===== config.mk =====
export PLATFORM = sky130hd
export DESIGN_NAME = bnn_sequencer
export DESIGN_NICKNAME = d
export VERILOG_FILES = /design/src/rtl/bnn_sequencer.sv
export SDC_FILE = /design/constraint.sdc
export NUM_CORES = 1
export LEC_CHECK = 0
export ABC_AREA = 1
export CAP_MARGIN = 25
export CORE_MARGIN = 3
export CORE_UTILIZATION = 55
export DETAILED_ROUTE_END_ITERATION = 7
export DONT_BUFFER_PORTS = 1
export HOLD_SLACK_MARGIN = 0.06
export PLACE_DENSITY = 0.7
export SKIP_LAST_GASP = 1
export SLEW_MARGIN = 10
export SYNTH_ARGS = -nofsm -noshare
export SYNTH_HDL_FRONTEND = slang
export SYNTH_SLANG_ARGS = --single-unit

===== constraint.sdc =====
create_clock -name clk -period 3.15 [get_ports clk]
set_input_delay 0.315 -clock clk [delete_from_list [all_inputs] [get_ports clk]]
set_output_delay 0.315 -clock clk [all_outputs]
set_load 0.02 [all_outputs]

===== src/rtl/bnn_sequencer.sv =====
// Control sequencer for the MNIST BNN: serial pixel load into an external buffer,
// XNOR-popcount scoring of every output neuron and a running argmax onto answer_o.
module bnn_sequencer #(
    parameter int N_PIX  = 784,
    parameter int N_NEUR = 10,
    parameter int AW     = 10,
    parameter int ACC_W  = 10
) (
    input  logic          clk,
    input  logic          rst,
    input  logic          mode_i,
    input  logic          pixel_i,
    input  logic          weight_i,
    output logic          pix_we_o,
    output logic [AW-1:0] pix_addr_o,
    output logic          pix_wdata_o,
    input  logic          pix_rdata_i,
    output logic [3:0]    answer_o,
    output logic          valid_o,
    output logic          busy_o,
    output logic [1:0]    state_o
);

    typedef enum logic [1:0] {
        IDLE    = 2'd0,
        LOAD    = 2'd1,
        COMPUTE = 2'd2,
        DONE    = 2'd3
    } state_t;

    localparam logic [AW:0]   PCNT_FULL = (AW+1)'(N_PIX);
    localparam logic [AW-1:0] K_LAST    = AW'(N_PIX - 1);
    localparam logic [3:0]    N_LAST    = 4'(N_NEUR - 1);

    state_t           state;
    logic [AW:0]      pcnt;
    logic [AW-1:0]    k;
    logic [3:0]       n;
    logic [ACC_W-1:0] acc;
    logic [ACC_W-1:0] best;
    logic [3:0]       best_idx;

    logic             x;
    logic [ACC_W-1:0] score;
    logic             take;

    assign state_o     = state;
    assign pix_wdata_o = pixel_i;

    assign x     = ~(pix_rdata_i ^ weight_i);
    assign score = acc + {{(ACC_W-1){1'b0}}, x};
    // Strict greater-than keeps the lower index on ties; neuron 0 always seeds the argmax.
    assign take  = (n == 4'd0) || (score > best);

    // mode_i is a level: every cycle it is high is one pixel offered on pixel_i, no stall.
    always_comb begin
        pix_we_o   = 1'b0;
        pix_addr_o = '0;
        case (state)
            IDLE, DONE: pix_we_o = mode_i;
            LOAD: begin
                pix_we_o   = mode_i && (pcnt < PCNT_FULL);
                pix_addr_o = pcnt[AW-1:0];
            end
            COMPUTE: begin
                pix_we_o   = mode_i;
                pix_addr_o = mode_i ? '0 : k;
            end
            default: ;
        endcase
    end

    always_ff @(posedge clk) begin
        if (rst) begin
            state    <= IDLE;
            pcnt     <= '0;
            k        <= '0;
            n        <= '0;
            acc      <= '0;
            best     <= '0;
            best_idx <= '0;
            answer_o <= '0;
            valid_o  <= 1'b0;
            busy_o   <= 1'b0;
        end else begin
            case (state)
                IDLE, DONE: begin
                    if (mode_i) begin
                        pcnt    <= (AW+1)'(1);
                        state   <= LOAD;
                        valid_o <= 1'b0;
                    end
                end
                LOAD: begin
                    if (mode_i) begin
                        if (pcnt < PCNT_FULL) pcnt <= pcnt + 1'b1;
                    end else if (pcnt == PCNT_FULL) begin
                        state    <= COMPUTE;
                        busy_o   <= 1'b1;
                        k        <= '0;
                        n        <= '0;
                        acc      <= '0;
                        best     <= '0;
                        best_idx <= '0;
                    end else begin
                        state <= IDLE;
                        pcnt  <= '0;
                    end
                end
                COMPUTE: begin
                    if (mode_i) begin
                        // Abort: this edge already wrote pixel 0, partial scores are dropped.
                        state   <= LOAD;
                        pcnt    <= (AW+1)'(1);
                        busy_o  <= 1'b0;
                        valid_o <= 1'b0;
                    end else if (k != K_LAST) begin
                        acc <= score;
                        k   <= k + 1'b1;
                    end else begin
                        if (take) begin
                            best     <= score;
                            best_idx <= n;
                        end
                        acc <= '0;
                        k   <= '0;
                        if (n == N_LAST) begin
                            state    <= DONE;
                            busy_o   <= 1'b0;
                            valid_o  <= 1'b1;
                            answer_o <= take ? n : best_idx;
                        end else begin
                            n <= n + 1'b1;
                        end
                    end
                end
                default: state <= IDLE;
            endcase
        end
    end

endmodule


==> results by group <==
Pwr
  – Internal power: ~1.2 mW
  – Standby leakage power: approximately 1.6 nW
  – Maximum vdd ir drop: about 0.43 mV
  – Clk pwr share: 0.440
  – Switch share: 0.264
  – Psw: between 400 and 500 µW
  – Sequential power share: 0.450
  – Combinational share of power: 0.110
  – Total chip power: 1.67 mW
  – Pwr/cell area: between 400 and 500 mW/mm²

Placed design
  – Placed cell areas: roughly 0.0036 mm²
  – Pre-CTS setup slack: approximately 0.14 ns
  – Port bufs: 0
  – GP Congestion: just under 0.9
  – Final HPWL DP: 5.99 mm

Min path
  – Worst hold path type: in2reg
  – Worst hold start: rst
  – Hold EP: answer_o[1]
  – WHS Path Cells: 3

Detailed routing
  – Vias/cell: about 5.3
  – Drt total wl: 8.24 mm
  – Final ANT Viol Nets: 0
  – TritonRoute pass-1 iters: 5
  – Residual DRC: 0
  – WL/cell: ~13 µm
  – Initial DRC Count: about 240
  – Routed via count: ~3300

Timing
  – Max-slew violations: 0
  – Setup TNS: 0 ns
  – Setup violators final: 0
  – Relative slew slack: 0.372
  – Period utilisation layout: 0.895
  – Slew @ Worst Pin: ~0.94 ns
  – RSZ-0062 raised after global routing: false
  – Worst Skew: about 0.012 ns
  – Minimum clock period: roughly 2.8 ns
  – Hold Fails Final Rpt: 0
  – Slack of the critical path: about 0.33 ns
  – Fmax: roughly 350 MHz

Synthesis
  – Post-synthesis simple-gate area fraction: 0.364
  – Syn Nets: between 500 and 600
  – Syn Inst Count: between 500 and 600
  – Adder-Cell Fraction of Synth Area: 0.0783
  – Top post-synthesis cells by area: dfxtp_1, nand2_1, ha_1
  – #FFs+latches synth: between 50 and 60
  – Synth unique cells: 35
  – Commonest cells post-synth: nand2_1, inv_1, nor2_1
  – Area share of the largest cell type after synthesis: 0.325
  – Count leader, synth: nand2_1
  – Synth Flop Type: dfxtp_1
  – Post-synth EDFFs: 0
  – Synth Warn #: 0
  – Post-synthesis mux area share: 0
  – Compound-Gate Fraction of Synth Area: 0.0951
  – Largest family of logic cells by synthesized area: simple AND/OR/NAND/NOR gates
  – Sequential share of the synthesized area: 0.325
  – XOR/XNOR share of the synthesized area: 0.0324
  – Async SR Flop Fraction: 0
  – Syn Std Cell Area: between 0.003 and 0.004 mm²
  – Area leader, netlist: dfxtp_1
  – Syn_area_per_cell: around 6.5 µm²

Clock tree
  – Clock Tree Root: clkbuf_8
  – CTS Buf Count: 9
  – Clk sink count: 57
  – Clock tree buffer depth: 2
  – Post-CTS setup buffer count: 0
  – H-Tree Depth: 3
  – Clock transition at path regs: 0.07 ns
  – CTS tree: built
  – Clk_lat worst skew: between 0.3 and 0.4 ns

Worst setup path
  – Reg2reg start: acc[0]
  – Required time of the critical path: around 3.4 ns
  – R2R setup slack: 0.33 ns
  – R2R Path End: answer_o[3]
  – Worst EP arrival: slightly above 3 ns
  – Worst Path Class, Setup: reg2reg
  – Crit path capture type: flop
  – R2R depth: 19
  – Crit Path Max Fanout: 8
  – Worst setup SP type: flop

Floorplanning
  – Core area: 0.00606 mm²
  – Starting density of the core: 0.580
  – Die area: 0.00738 mm²
  – Rows: 28
  – Die Span Y: around 86 µm
  – Num ports: 26
  – Die X: between 80 and 90 µm

Cells and area
  – Layout cells sized above 1: 0.0692
  – Ant. Diodes: 0
  – Final nets: 573
  – Layout area overhead: 8.05%
  – Post-route design area: ~0.0038 mm²

Run status
  – Status: complete, no violations

Global routing
  – GRT Total Usage: 0.238
  – Vias in the first global route: approximately 3100
  – First-pass GRT wire length: 14.2 mm
  – Initial antenna violation count: 0
  – GRT overflow: 0
  – Pin count of the biggest net entering global routing: 24

Flow run
  – Max Cap Viol: 0
==> per-stage QoR <==
step	std cells	hold WS, ns	utilization
floorplan	540	0.426	-
global placement	608	0.389	0.590
detailed placement	608	0.390	0.590
CTS	624	0.110	0.626
global route	624	0.117	0.626
finish	624	0.123	0.626
==> registers in the layout, summed over array words and instances, names as in the netlist <==
name      count
best         10
busy_o        1
k            10
state_o       2
pcnt         11
best_idx      4
valid_o       1
acc          10
n             4
answer_o      4
==> cell families after synthesis <==
logic type	count (synthesis)
fa+ha+maj	22
simple gates	297
compound gates	60
buf+inv	91
xor+xnor	13
flops	57
==> cell type report <==
type / count / area, µm²
well taps: 75 / 93.8
inverters: 78 / 293
repair buffers: 7 / 55.1
clock buffers: 10 / 128
flip-flops and latches: 57 / 1140
multi-input cells: 392 / 2000
fillers: 580 / 2260
clock inverters: 5 / 81.3
==> power by group through the flow <==
| stage | logic, mW | clock network (mW) | registers, mW |
|---|---|---|---|
| 2_1_floorplan | 0.153 | 0 | 0.767 |
| 6_report | 0.183 | 0.737 | 0.754 |
| 4_1_cts | 0.183 | 0.752 | 0.754 |
| 3_3_place_gp | 0.174 | 0 | 0.770 |
| 3_5_place_dp | 0.176 | 0 | 0.771 |
| 5_1_grt | 0.211 | 0.785 | 0.756 |
==> what timing repair did <==
| action | 4_1_cts | 5_1_grt |
|---|---|---|
| setup endpoints to repair | 0 | 5 |
| hold buffers | 1 | 0 |
| endpoints found under the hold margin | 21 | 0 |
| resized for setup | 0 | 1 |
==> how the worst max path moves through the flow <==
stage,startpoint,endpoint,cells past startpoint
after global routing,acc[0],answer_o[3],19
after CTS,acc[0],answer_o[3],19
after floorplan,weight_i,best[0],18
after global placement,weight_i,answer_o[3],20
after detailed placement,weight_i,answer_o[3],20
final,acc[0],answer_o[3],19
==> metal layers <==
layer  part of all wire  vias to the layer above  global-route usage  wire length (µm)
met5                  0                        -                   0                 0
met4              0.023                        0              0.0950               191
met3              0.047                       13              0.0548               389
met2               0.46                       79               0.378              3770
met1               0.47                     1504               0.310              3890
li1                   -                     1722                   -                 -
==> cells in the final DEF, fill, tap and decap left out, drive strengths merged, types with 12 or more instances in the layout <==
cell,instances
nand3,40
nor2,65
a21oi,40
inv,76
o21ai,12
ha,22
xor2,12
dfxtp,57
nand2,165
nand4,13
==> worst max-delay path: stages, from the launching register on <==
cell	delay, ns
dfxtp_1	0.37
ha_1	0.17
ha_1	0.18
nand2_1	0.09
nor2_2	0.18
nand2_1	0.08
xor2_1	0.21
inv_1	0.09
ha_1	0.27
nand2_1	0.04
nor2_1	0.16
nand3_1	0.10
nand3_1	0.09
nand2_1	0.07
nand2_1	0.14
inv_1	0.17
nand2_1	0.11
nand3_1	0.07
nand2_1	0.08
inv_1	0.03
Note: power is estimated with default switching activity, not from simulation.
